File: config.mk
export PLATFORM = sky130hd
export DESIGN_NAME = alu_response_collector
export DESIGN_NICKNAME = d
export VERILOG_FILES = /design/src/rtl/alu_response_collector_pkg.sv /design/src/rtl/alu_response_collector_misr.sv /design/src/rtl/alu_response_collector.sv
export SDC_FILE = /design/constraint.sdc
export NUM_CORES = 1
export LEC_CHECK = 0
export CELL_PAD_IN_SITES_DETAIL_PLACEMENT = 1
export CELL_PAD_IN_SITES_GLOBAL_PLACEMENT = 1
export CORE_MARGIN = 1
export CORE_UTILIZATION = 45
export DETAILED_ROUTE_END_ITERATION = 10
export PLACE_DENSITY_LB_ADDON = 0.1
export SKIP_LAST_GASP = 1
export SYNTH_ARGS = -nofsm -noshare
export SYNTH_HDL_FRONTEND = slang
export SYNTH_HIERARCHICAL = 1
export SYNTH_SLANG_ARGS = --single-unit
File: constraint.sdc
create_clock -name clk -period 2.2 [get_ports clk]
set_clock_uncertainty 0.1 [all_clocks]
set_input_delay 0.33 -clock clk [delete_from_list [all_inputs] [get_ports clk]]
set_output_delay 0.33 -clock clk [all_outputs]
set_load 0.005 [all_outputs]
File: src/rtl/alu_response_collector_pkg.sv
// Shared types and constants for the ALU response collector.
package alu_response_collector_pkg;
   localparam int DATA_W  = 8;
   localparam int SEL_W   = 4;
   localparam int DEPTH   = 1 << SEL_W;
   localparam int ENTRY_W = DATA_W + 1;

   localparam logic [15:0] MISR_POLY = 16'h1021;
   localparam logic [15:0] MISR_SEED = 16'hFFFF;

   typedef enum logic [1:0] {
      ST_IDLE,
      ST_CAPTURE,
      ST_DONE,
      ST_READOUT
   } state_t;
endpackage

File: src/rtl/alu_response_collector_misr.sv
// 16-bit MISR folding one 9-bit {carry, result} word per enabled cycle.
module misr16
   import alu_response_collector_pkg::*;
(
   input  logic        clk,
   input  logic        rst,
   input  logic        clear,
   input  logic        enable,
   input  logic [8:0]  data,
   output logic [15:0] value
);

   always_ff @(posedge clk or posedge rst) begin
      if (rst) begin
         value <= MISR_SEED;
      end else if (clear) begin
         value <= MISR_SEED;
      end else if (enable) begin
         value <= {value[14:0], 1'b0} ^ (value[15] ? MISR_POLY : 16'h0000) ^ {7'b0, data};
      end
   end

endmodule

File: src/rtl/alu_response_collector.sv
// Captures one ALU response per opcode into a buffer and a MISR, then
// streams the buffered responses out in opcode order over valid/ready.
//
// state      | meaning
// -----------+----------------------------------------------------------
// ST_IDLE    | waiting for start; signature and results held
// ST_CAPTURE | storing responses, counting toward 16 captures
// ST_DONE    | sweep complete, entry 0 presented, moves on next cycle
// ST_READOUT | streaming entries until entry 15 is accepted
module alu_response_collector
   import alu_response_collector_pkg::*;
(
   input  logic              clk,
   input  logic              rst,
   input  logic              start,
   input  logic              in_valid,
   input  logic [SEL_W-1:0]  alu_sel,
   input  logic [DATA_W-1:0] alu_out,
   input  logic              carryout,
   output logic              busy,
   output logic              done,
   output logic              err_order,
   output logic [15:0]       signature,
   output logic              rd_valid,
   input  logic              rd_ready,
   output logic [SEL_W-1:0]  rd_sel,
   output logic [DATA_W-1:0] rd_data,
   output logic              rd_carry
);

   state_t             state;
   logic [SEL_W-1:0]   cnt;
   logic [SEL_W-1:0]   rd_ptr;
   logic [ENTRY_W-1:0] result_buf [DEPTH];
   logic [ENTRY_W-1:0] rd_entry;
   logic               capture_fire;
   logic               rd_xfer;

   // start wins over a capture arriving in the same cycle
   assign capture_fire = (state == ST_CAPTURE) && in_valid && !start;
   assign rd_xfer      = rd_valid && rd_ready;

   misr16 u_misr (
      .clk    (clk),
      .rst    (rst),
      .clear  (start),
      .enable (capture_fire),
      .data   ({carryout, alu_out}),
      .value  (signature)
   );

   always_ff @(posedge clk) begin
      if (capture_fire) begin
         result_buf[alu_sel] <= {carryout, alu_out};
      end
   end

   always_ff @(posedge clk or posedge rst) begin
      if (rst) begin
         state     <= ST_IDLE;
         busy      <= 1'b0;
         done      <= 1'b0;
         err_order <= 1'b0;
         rd_valid  <= 1'b0;
         cnt       <= '0;
         rd_ptr    <= '0;
      end else if (start) begin
         state     <= ST_CAPTURE;
         busy      <= 1'b1;
         done      <= 1'b0;
         err_order <= 1'b0;
         rd_valid  <= 1'b0;
         cnt       <= '0;
         rd_ptr    <= '0;
      end else begin
         case (state)
            ST_CAPTURE: begin
               if (in_valid) begin
                  cnt <= cnt + 1'b1;
                  if (alu_sel != cnt) begin
                     err_order <= 1'b1;
                  end
                  if (cnt == '1) begin
                     state    <= ST_DONE;
                     busy     <= 1'b0;
                     done     <= 1'b1;
                     rd_valid <= 1'b1;
                     rd_ptr   <= '0;
                  end
               end
            end
            ST_DONE, ST_READOUT: begin
               if (state == ST_DONE) begin
                  state <= ST_READOUT;
               end
               if (rd_xfer) begin
                  rd_ptr <= rd_ptr + 1'b1;
                  if (rd_ptr == '1) begin
                     state    <= ST_IDLE;
                     done     <= 1'b0;
                     rd_valid <= 1'b0;
                  end
               end
            end
            default: begin
            end
         endcase
      end
   end

   // gated so the unwritten buffer never leaks out while idle
   assign rd_entry = result_buf[rd_ptr];
   assign rd_sel   = rd_ptr;
   assign rd_data  = rd_valid ? rd_entry[DATA_W-1:0] : '0;
   assign rd_carry = rd_valid ? rd_entry[DATA_W] : 1'b0;

endmodule

Yosys cells after proc, flatten, opt, wreduce, memory -nomap -nowiden
Memories as Yosys holds them, arrays and structs flattened.
Cells that the tools add are included.
- $add $sub $neg: 2
- multiply operators: 0
- div/mod/pow operators: 0
- order comparisons: 0
- eq/ne operators: 10
- shift operators: 0
- muxes and demuxes: 36
- bitwise logic cells: 2
- reductions and logical operators: 17
- operators by type and width (kind ; count):
    $mux 16 ; 2
    $mux 4 ; 7
    $mux 1 ; 16
    $xor 16x16->16 ; 1
    $xor 16x9->16 ; 1
    $mux 13 ; 1
    $mux 2 ; 6
    $reduce_bool 2->1 ; 5
    $ne 3x3->1 const B ; 3
    $reduce_and 3->1 ; 3
    $add 4x1->4 const B ; 2
    $eq 4x4->1 const B ; 2
    $mux 8 ; 1
    $pmux 4 s2 ; 1
    $reduce_and 5->1 ; 1
    $eq 2x2->1 const B ; 2
    $ne 4x4->1 ; 1
    $pmux 2 s2 ; 1
    $reduce_and 4->1 ; 1
    $logic_and 1x1->1 ; 3
    $ne 3x2->1 const B ; 1
    $reduce_bool 3->1 ; 1
    $eq 2x1->1 const B ; 1
    $pmux 1 s2 ; 1
    3 further kinds ; 3
- flip-flop bits (word level): 29
- latch bits: 0
- bits in writable memories: 144
- ROM bits: 0
- bits of input ports: 18
- output and inout bits: 33
- logic and storage cells: 75
- memories kept: 1
- memory list (name ; depth ; width ; read ports ; clocked after Yosys merged registers in ; write ports ; RTL line ; source):
    result_buf ; 16 ; 9 ; 1 ; 0 ; 1 ; alu_response_collector.sv:34 ; logic [ENTRY_W-1:0] result_buf [DEPTH];

Depth between registers and ports, before layout
Gate-level depths: netlist of run 1.
- word-level depth: 6
- depth in mapped cells: 7
- gate-level depth less buffers: 5

Modules after synthesis
Netlist of run 1, hierarchy kept.
- modules (own cells, without submodules) (module ; times used ; cells an instance ; area an instance (µm²) ; sequential area each (µm²)):
    alu_response_collector ; 1 ; 356 ; 6392.4 ; 4649.5
    misr16 ; 1 ; 64 ; 793.3 ; 420.4

Worst setup path after synthesis of run 1
OpenSTA, ideal clock, no wires.
- path type: register -> register
- start point: register state[1]
- end point: memory result_buf[1][0] (netlist bit) (enable)
- setup time: 0.387 ns
- data arrival time: 1.753 ns
- data required time: 1.713 ns
- path slack: -0.040 ns
- cell stages (with the launch flop): 5
- buffers on the path: 0
- period minus slack after synthesis: 2.240 ns
- cells stage by stage: dfrtp_1 > nand3b_1 > nor2_1 > nand3b_1 > nor3_1
- word-level cells in the longest chain between the ends: 5
- ends and longest elaborated chain (element ; RTL line ; source):
    from (decl) ; alu_response_collector.sv:31 ; state_t state;
    from (signal assigned) ; alu_response_collector.sv:60 ; state <= ST_IDLE;
    from (signal assigned) ; alu_response_collector.sv:68 ; state <= ST_CAPTURE;
    from (signal assigned) ; alu_response_collector.sv:84 ; state <= ST_DONE;
    $eq 2x1->1 ; alu_response_collector.sv:40 ; assign capture_fire = (state == ST_CAPTURE) && in_valid && !start;
    $logic_and 1x1->1 (2 in series) ; alu_response_collector.sv:40 ;
    named net capture_fire ; alu_response_collector.sv:36 ; logic capture_fire;
    $mux 1 ; alu_response_collector.sv:53 ; if (capture_fire) begin
    $mux 1 (not written as such) ; alu_response_collector.sv:54 ; result_buf[alu_sel] <= {carryout, alu_out};
    to (decl) ; alu_response_collector.sv:34 ;
The timed path passes the listed nets, and every way through them passes these cells.

Worst setup path after layout of run 1
- start point: register rd_ptr[0], in the netlist rd_sel[0]
- end point: output port rd_data[7]
- word-level cells in the longest chain between the ends: 2
- ends and longest elaborated chain (element ; RTL line ; source):
    from (decl) ; alu_response_collector.sv:33 ; logic [SEL_W-1:0] rd_ptr;
    from (signal assigned) ; alu_response_collector.sv:97 ; rd_ptr <= rd_ptr + 1'b1;
    $mem_v2 16x9 ; n/a ;
    $mux 8 ; alu_response_collector.sv:114 ; assign rd_data = rd_valid ? rd_entry[DATA_W-1:0] : '0;
    to (decl) ; alu_response_collector.sv:27 ; output logic [DATA_W-1:0] rd_data,
No other way between the ends.

==> flow_summary_export.csv, run 1 <==
group,metric,value,unit
run_status,status,"finished, violations left",
global_routing,grt_pass1_wl,27.6,mm
setup_path,critical_path_depth,9,
run,max_cap_viol_count,0,
synth,yosysTopAreaCell,"edfxtp_1",
finish,syn_to_final_growth,28.4,%
synth,ys_top_cells_by_count,"edfxtp_1 (144), mux2i_1 (30), nor2_1 (21)",
worst_hold_path,hp-class,"input port to asynchronous set/reset pin",
sta,worstMarginPinSlew,0.618,ns
setup_path,cp_max_fo,7,
synth,ys_top_cells_by_area,"edfxtp_1 (60%), dfstp_2 (5.9%), dfrtp_1 (4.5%)",
setup_path,crit_family,"buffers and inverters",
clocking,holdBufCountCts,0,
finish,final_core_util,60.0,%
floorplanning,coreArea,15400,um2
global_routing,track_usage,24.0,%
finish,diodes,0,
floorplanning,start_util,46.7,%
sta,rsz0062_at_grt,"yes",
global_routing,grt_overflow,0,
setup_path,max_stage_delay,0.41,ns
route,viasPerCell,5.53,
route,routed_wl,18.2,mm
route,wire_per_inst,23.6,um
sta,fin_crit,2.58,ns
clocking,cts_max_path_buffers,2,
clocking,cts_tree,"built",
clocking,cts_buffers,17,
finish,nNetsFinal,564,
finish,fill_cells,1422,
placement,place_ws,-0.286,ns
synth,ys_seq_elements,173,
setup_path,crit_buf_inv,5,
synth,async_flop_share,16.8,%
floorplanning,num_rows,45,
synth,ys_warn_count,6,
clocking,clock_latency,0.43,ns
setup_path,worstPathCellList,"buf_12, buf_12, buf_6, buf_6, mux2i_2, a221oi_2, o21ai_1, o21ai_1, buf_2",
clocking,htree_levels,4,
floorplanning,fp.dieW,128,um
finish,drive_above_1_share,33.4,%
floorplanning,die_h,128,um
setup_path,arrival,2.15,ns
placement,hpwl,12.3,mm
clocking,clk_root_buffer_cell,"clkbuf_16",
run_status,violations,"setup timing",
global_routing,antenna_found_initial,0,
global_routing,first_global_vias,4449,
placement,portBuffers,50,
route,dr.pass1.iters,4,
synth,syn_area_per_cell,17.1,um2
setup_path,r2r_start,"state[1]",
setup_path,critPathSlowestCell,"dfrtp_2",
route,drtIter0Drc,258,
floorplanning,dieArea,16500,um2
setup_path,r2r_slack,0.21,ns
synth,ys_seq_area_share,70.6,%
synth,ys_types,44,
sta,setup_viol,9,
route,final_antenna_net_count,0,
floorplanning,num_io_pins,51,
power_and_ir_drop,p_leak,0.00319,uW
clocking,clk_pin_slew,0.06,ns
synth,synth_cells,420,
synth,synth_most_common_cell,"edfxtp_1",
setup_path,end_kind,"output pin",
setup_path,reg2reg_to,"result_buf[4][8]",
setup_path,start_kind,"register",
synth,netlist_area,7190,um2
global_routing,grt_max_degree,33,
sta,period_share,117,%
placement,dpl_cell_area,8430,um2
setup_path,required,1.77,ns
sta,fmax,387,MHz
sta,final_max_slew_viol_count,0,
setup_path,r2r.worst_path.cells,4,
sta,hold_viol,0,
finish,multi_input_area,2040,um2
finish,final-seq-area,5070,um2
sta,tns,-2.77,ns
synth,synth_nets,440,
synth,synthFlopType,"edfxtp_1",
route,vias,4250,
power_and_ir_drop,powerDensity,758,nW/um2
finish,final_area,9230,um2
synth,synth_top_area_share,60.2,%
sta,max_slew_margin,58.8,%
power_and_ir_drop,vdd_ir_drop_max,0.000579,V
placement,gp_congestion,0.768,
setup_path,critPathKind,"register to output pin",
sta,post-route-worst-setup-slack,-0.385,ns
clocking,cts.sinks,173,
synth,synth_edf_count,144,
route,drc,0,
## state kept, by name, indices dropped and copies added, names as in the netlist
register      cells
u_misr/value     16
cnt               4
result_buf      144
rd_valid          1
err_order         1
rd_sel            4
state             2
busy              1
## worst reg2reg max path: stages (launching register included)
cell and delay [ns]:
dfrtp_1 0.38, nand3b_1 0.22, or4_1 0.56, nor2_1 0.25
buf_12 0.19
## worst max-delay path by stage
stage | end | startpoint
final | rd_data[7] | rd_sel[0]
after global routing | rd_data[7] | rd_sel[0]
after CTS | rd_data[7] | rd_sel[0]
after detailed placement | rd_data[1] | rd_sel[0]
after global placement | rd_data[1] | rd_sel[0]
after floorplan | result_buf[15][0] | state[1]
## through the flow
stage | hold WS (ns) | cells | power (uW)
5_1_grt | 0.250 | 768 | 7180
3_5_place_dp | 0.393 | 724 | 4020
6_report | 0.185 | 768 | 6990
3_3_place_gp | 0.360 | 724 | 4010
4_1_cts | 0.203 | 767 | 7030
2_1_floorplan | 0.107 | 420 | 3820
## cell type report
class	count	share of cell area [%]
Multi-Input combinational cell	220	22.1
Tap cell	211	2.86
Clock buffer	18	4.65
Sequential cell	173	55.0
Inverter	4	0.163
Timing Repair Buffer	128	13.4
Clock inverter	14	1.84
## cell families after synthesis
kind of cell             after synthesis  share of synthesized area (%)
flip-flops                           173                           70.6
multiplexers                          54                           12.2
adder cells (fa/ha/maj)                2                          0.348
buffers and inverters                 27                           2.52
AND/OR/NAND/NOR                       86                           6.13
AO/OA/AOI/OAI                         61                           5.94
XOR/XNOR                              17                           2.28
## what timing repair did
item	4_1_cts	5_1_grt
gates cloned	1	0
setup buffers	10	1
pin swaps	18	5
endpoints found under the hold margin	0	0
setup endpoints to repair	10	9
resized for setup	69	6
## power by group
part / internal [uW] / switching (uW)
Clock: 1790 / 1250
Combinational: 149 / 162
Sequential: 3610 / 31.1
Total: 5550 / 1440
## per-layer routing
metal  track usage, %  part of all wire (%)  up-vias
met5                0                     0        -
met4             7.61                   1.4        0
met3             4.95                   5.0       19
met2             38.6                    50      114
met1             33.0                    44     2219
li1                 -                     -     1898
## cell usage in the layout (no fill, tap or decap), types with 8 or more instances in the layout
master	synthesis	routed
a211o_1	16	16
buf_12	2	12
buf_2	8	8
buf_4	1	60
clkbuf_16	0	17
clkdlybuf4s50_1	0	41
dfrtp_1	13	12
dfstp_2	16	16
edfxtp_1	144	144
mux2i_1	30	26
mux4_2	14	21
nand2_1	18	18
nor2_1	21	18
nor2b_1	19	17
o21ai_1	12	8
xor2_1	11	11
Power figures use the tool's default switching activity.
==> run 2, diff against run 1 <==
- SETUP_SLACK_MARGIN: not set -> 0.05
==> results of run 2 <==
Same layout as run 1: the final DEF is identical, and so are final timing and power.
==> run 3, diff against run 2 <==
--- a/config.mk
+++ b/config.mk
@@ -13,2 +13,3 @@
 export PLACE_DENSITY_LB_ADDON = 0.1
+export REMOVE_ABC_BUFFERS = 1
 export SETUP_SLACK_MARGIN = 0.05
==> constraint.sdc (replaced) <==
create_clock -name clk -period 2.2 [get_ports clk]
set_clock_uncertainty 0.1 [all_clocks]
set_input_delay 0.55 -clock clk [delete_from_list [all_inputs] [get_ports clk]]
set_output_delay 0.55 -clock clk [all_outputs]
set_load 0.005 [all_outputs]
==> flow_summary_export.csv, run 3 (synthesis results as in run 1) <==
group,metric,value,unit
clocking,cts_max_path_buffers,2,
finish,final_cell_mix,"edfxtp_1 (144), buf_4 (76), mux2i_1 (25)",
sta,final_max_slew_viol_count,0,
placement,hpwl,11.8,mm
finish,final_common_cell,"edfxtp_1",
clocking,clk_root_buffer_cell,"clkbuf_16",
floorplanning,start_util,46.7,%
sta,hold_viol,0,
power_and_ir_drop,p_clk_share,43.5,%
floorplanning,dieArea,16500,um2
route,dr.pass1.iters,4,
worst_hold_path,worstHoldPathCells,2,
power_and_ir_drop,vdd_ir_drop_max,0.000511,V
power_and_ir_drop,switchingPower,1440,uW
clocking,cts.sinks,173,
placement,gp_congestion,0.800,
finish,syn_to_final_growth,30.7,%
route,vias,4392,
global_routing,track_usage,25.6,%
finish,largestRegisters,"result_buf x144, u_misr/value x16",
global_routing,grt_pass1_wl,29.4,mm
setup_path,critPathKind,"register to output pin",
setup_path,end_kind,"output pin",
global_routing,grt_max_degree,33,
clocking,clk_pin_slew,0.07,ns
finish,largest_reg_flops,144,
sta,worstMarginPinSlew,0.617,ns
sta,setup_viol,9,
run_status,violations,"setup timing",
global_routing,gr-usage-met2,43.1,%
power_and_ir_drop,p_leak,0.00334,uW
sta,period_share,127,%
route,wire_per_inst,25.2,um
setup_path,cp_max_fo,5,
sta,max_slew_margin,58.9,%
power_and_ir_drop,seqPwrFrac,51.9,%
global_routing,antenna_found_initial,0,
floorplanning,die_h,128,um
run_status,status,"finished, violations left",
finish,nNetsFinal,583,
setup_path,r2r.worst_path.cells,6,
global_routing,use_met1,32.6,%
sta,post-route-worst-setup-slack,-0.600,ns
power_and_ir_drop,power,7010,uW
floorplanning,fp.dieW,128,um
placement,portBuffers,50,
finish,fill_cells,1434,
clocking,cts_buffers,17,
sta,fin_crit,2.80,ns
global_routing,grt_overflow,0,
run,max_cap_viol_count,0,
route,routed_wl,19.8,mm
sta,fmax,357,MHz
setup_path,required,1.55,ns
power_and_ir_drop,combPwrFrac,4.6,%
global_routing,grt-busiest-layer,"met2",
power_and_ir_drop,powerDensity,747,nW/um2
route,drtIter0Drc,376,
setup_path,start_kind,"register",
sta,finalHoldWorstSlack,0.404,ns
global_routing,grt_use_met3,5.86,%
floorplanning,coreArea,15400,um2
setup_path,arrival,2.15,ns
route,final_antenna_net_count,0,
clocking,clock_latency,0.42,ns
power_and_ir_drop,internal_power,5580,uW
floorplanning,num_rows,45,
clocking,holdBufCountCts,0,
worst_hold_path,hp-class,"register to register",
route,viasPerCell,5.58,
clocking,htree_levels,4,
sta,rsz0062_at_grt,"yes",
floorplanning,num_io_pins,51,
finish,drive_above_1_share,36.5,%
clocking,cts_tree,"built",
finish,diodes,0,
global_routing,first_global_vias,4743,
power_and_ir_drop,switching_share,20.5,%
route,drc,0,
finish,top_register,"result_buf",
run 3: worst paths after layout:
path / startpoint / end / slack [ns]
max: rd_sel[0] / rd_data[0] / -0.60
min: err_order / err_order / 0.40
max reg2reg: state[1] / result_buf[1][5] / 0.09
min reg2reg: err_order / err_order / 0.40
max in group asynchronous: rst / rd_sel[0] / 1.11
min in group asynchronous: rst / state[0] / 0.45
run 3: metrics by stage:
| stage | instances | setup TNS [ns] | worst slack (ns) | utilization (%) | instance area, um2 |
|---|---|---|---|---|---|
| after CTS | 779 | -4.72 | -0.602 | 60.1 | 9240 |
| after detailed placement | 722 | -44.95 | -0.493 | 54.0 | 8310 |
| after global placement | 722 | -38.73 | -0.416 | 54.0 | 8310 |
| after global routing | 787 | -5.31 | -0.688 | 61.1 | 9390 |
| after floorplan | 397 | -114.92 | -1.24 | - | 7020 |
| final | 787 | -4.65 | -0.600 | 61.1 | 9390 |
run 3: layer usage:
layer  vias up  share of wire (%)  wire [um]
met3        26                6.5       1300
li1       1927                  -          -
met1      2273                 41       8220
met2       166                 50       9980
met4         0                1.7        337
met5         -                  0          0
run 3: layout make-up:
| class | instances | area, um2 | share of cell area (%) |
|---|---|---|---|
| clock buffers | 22 | 454 | 4.84 |
| flip-flops and latches | 173 | 5070 | 54.0 |
| inverters | 4 | 15.0 | 0.160 |
| multi-input cells | 220 | 2100 | 22.4 |
| well taps | 211 | 264 | 2.81 |
| clock inverters | 10 | 141 | 1.51 |
| repair buffers | 147 | 1340 | 14.2 |
run 3: what timing repair did:
| action | 4_1_cts | 5_1_grt |
|---|---|---|
| buffers inserted | 21 | 10 |
| pin swaps | 22 | 21 |
| cloned | 4 | 1 |
| endpoints found under the setup margin | 41 | 108 |
| resized for setup | 104 | 30 |
run 3: power by group through the flow:
stage / Combinational, uW / Sequential [uW] / Clock (uW)
finish: 323 / 3640 / 3050
floorplan: 107 / 3700 / 0
global route: 349 / 3640 / 3220
global placement: 295 / 3710 / 0
detailed placement: 306 / 3710 / 0
CTS: 315 / 3640 / 3090
run 3: critical path: stages, from the launching register on:
cell	delay [ns]
dfrtp_2	0.45
buf_12	0.15
buf_16	0.13
buf_6	0.12
mux2i_4	0.18
a221oi_2	0.29
o21ai_1	0.13
o21ai_1	0.13
buf_2	0.14
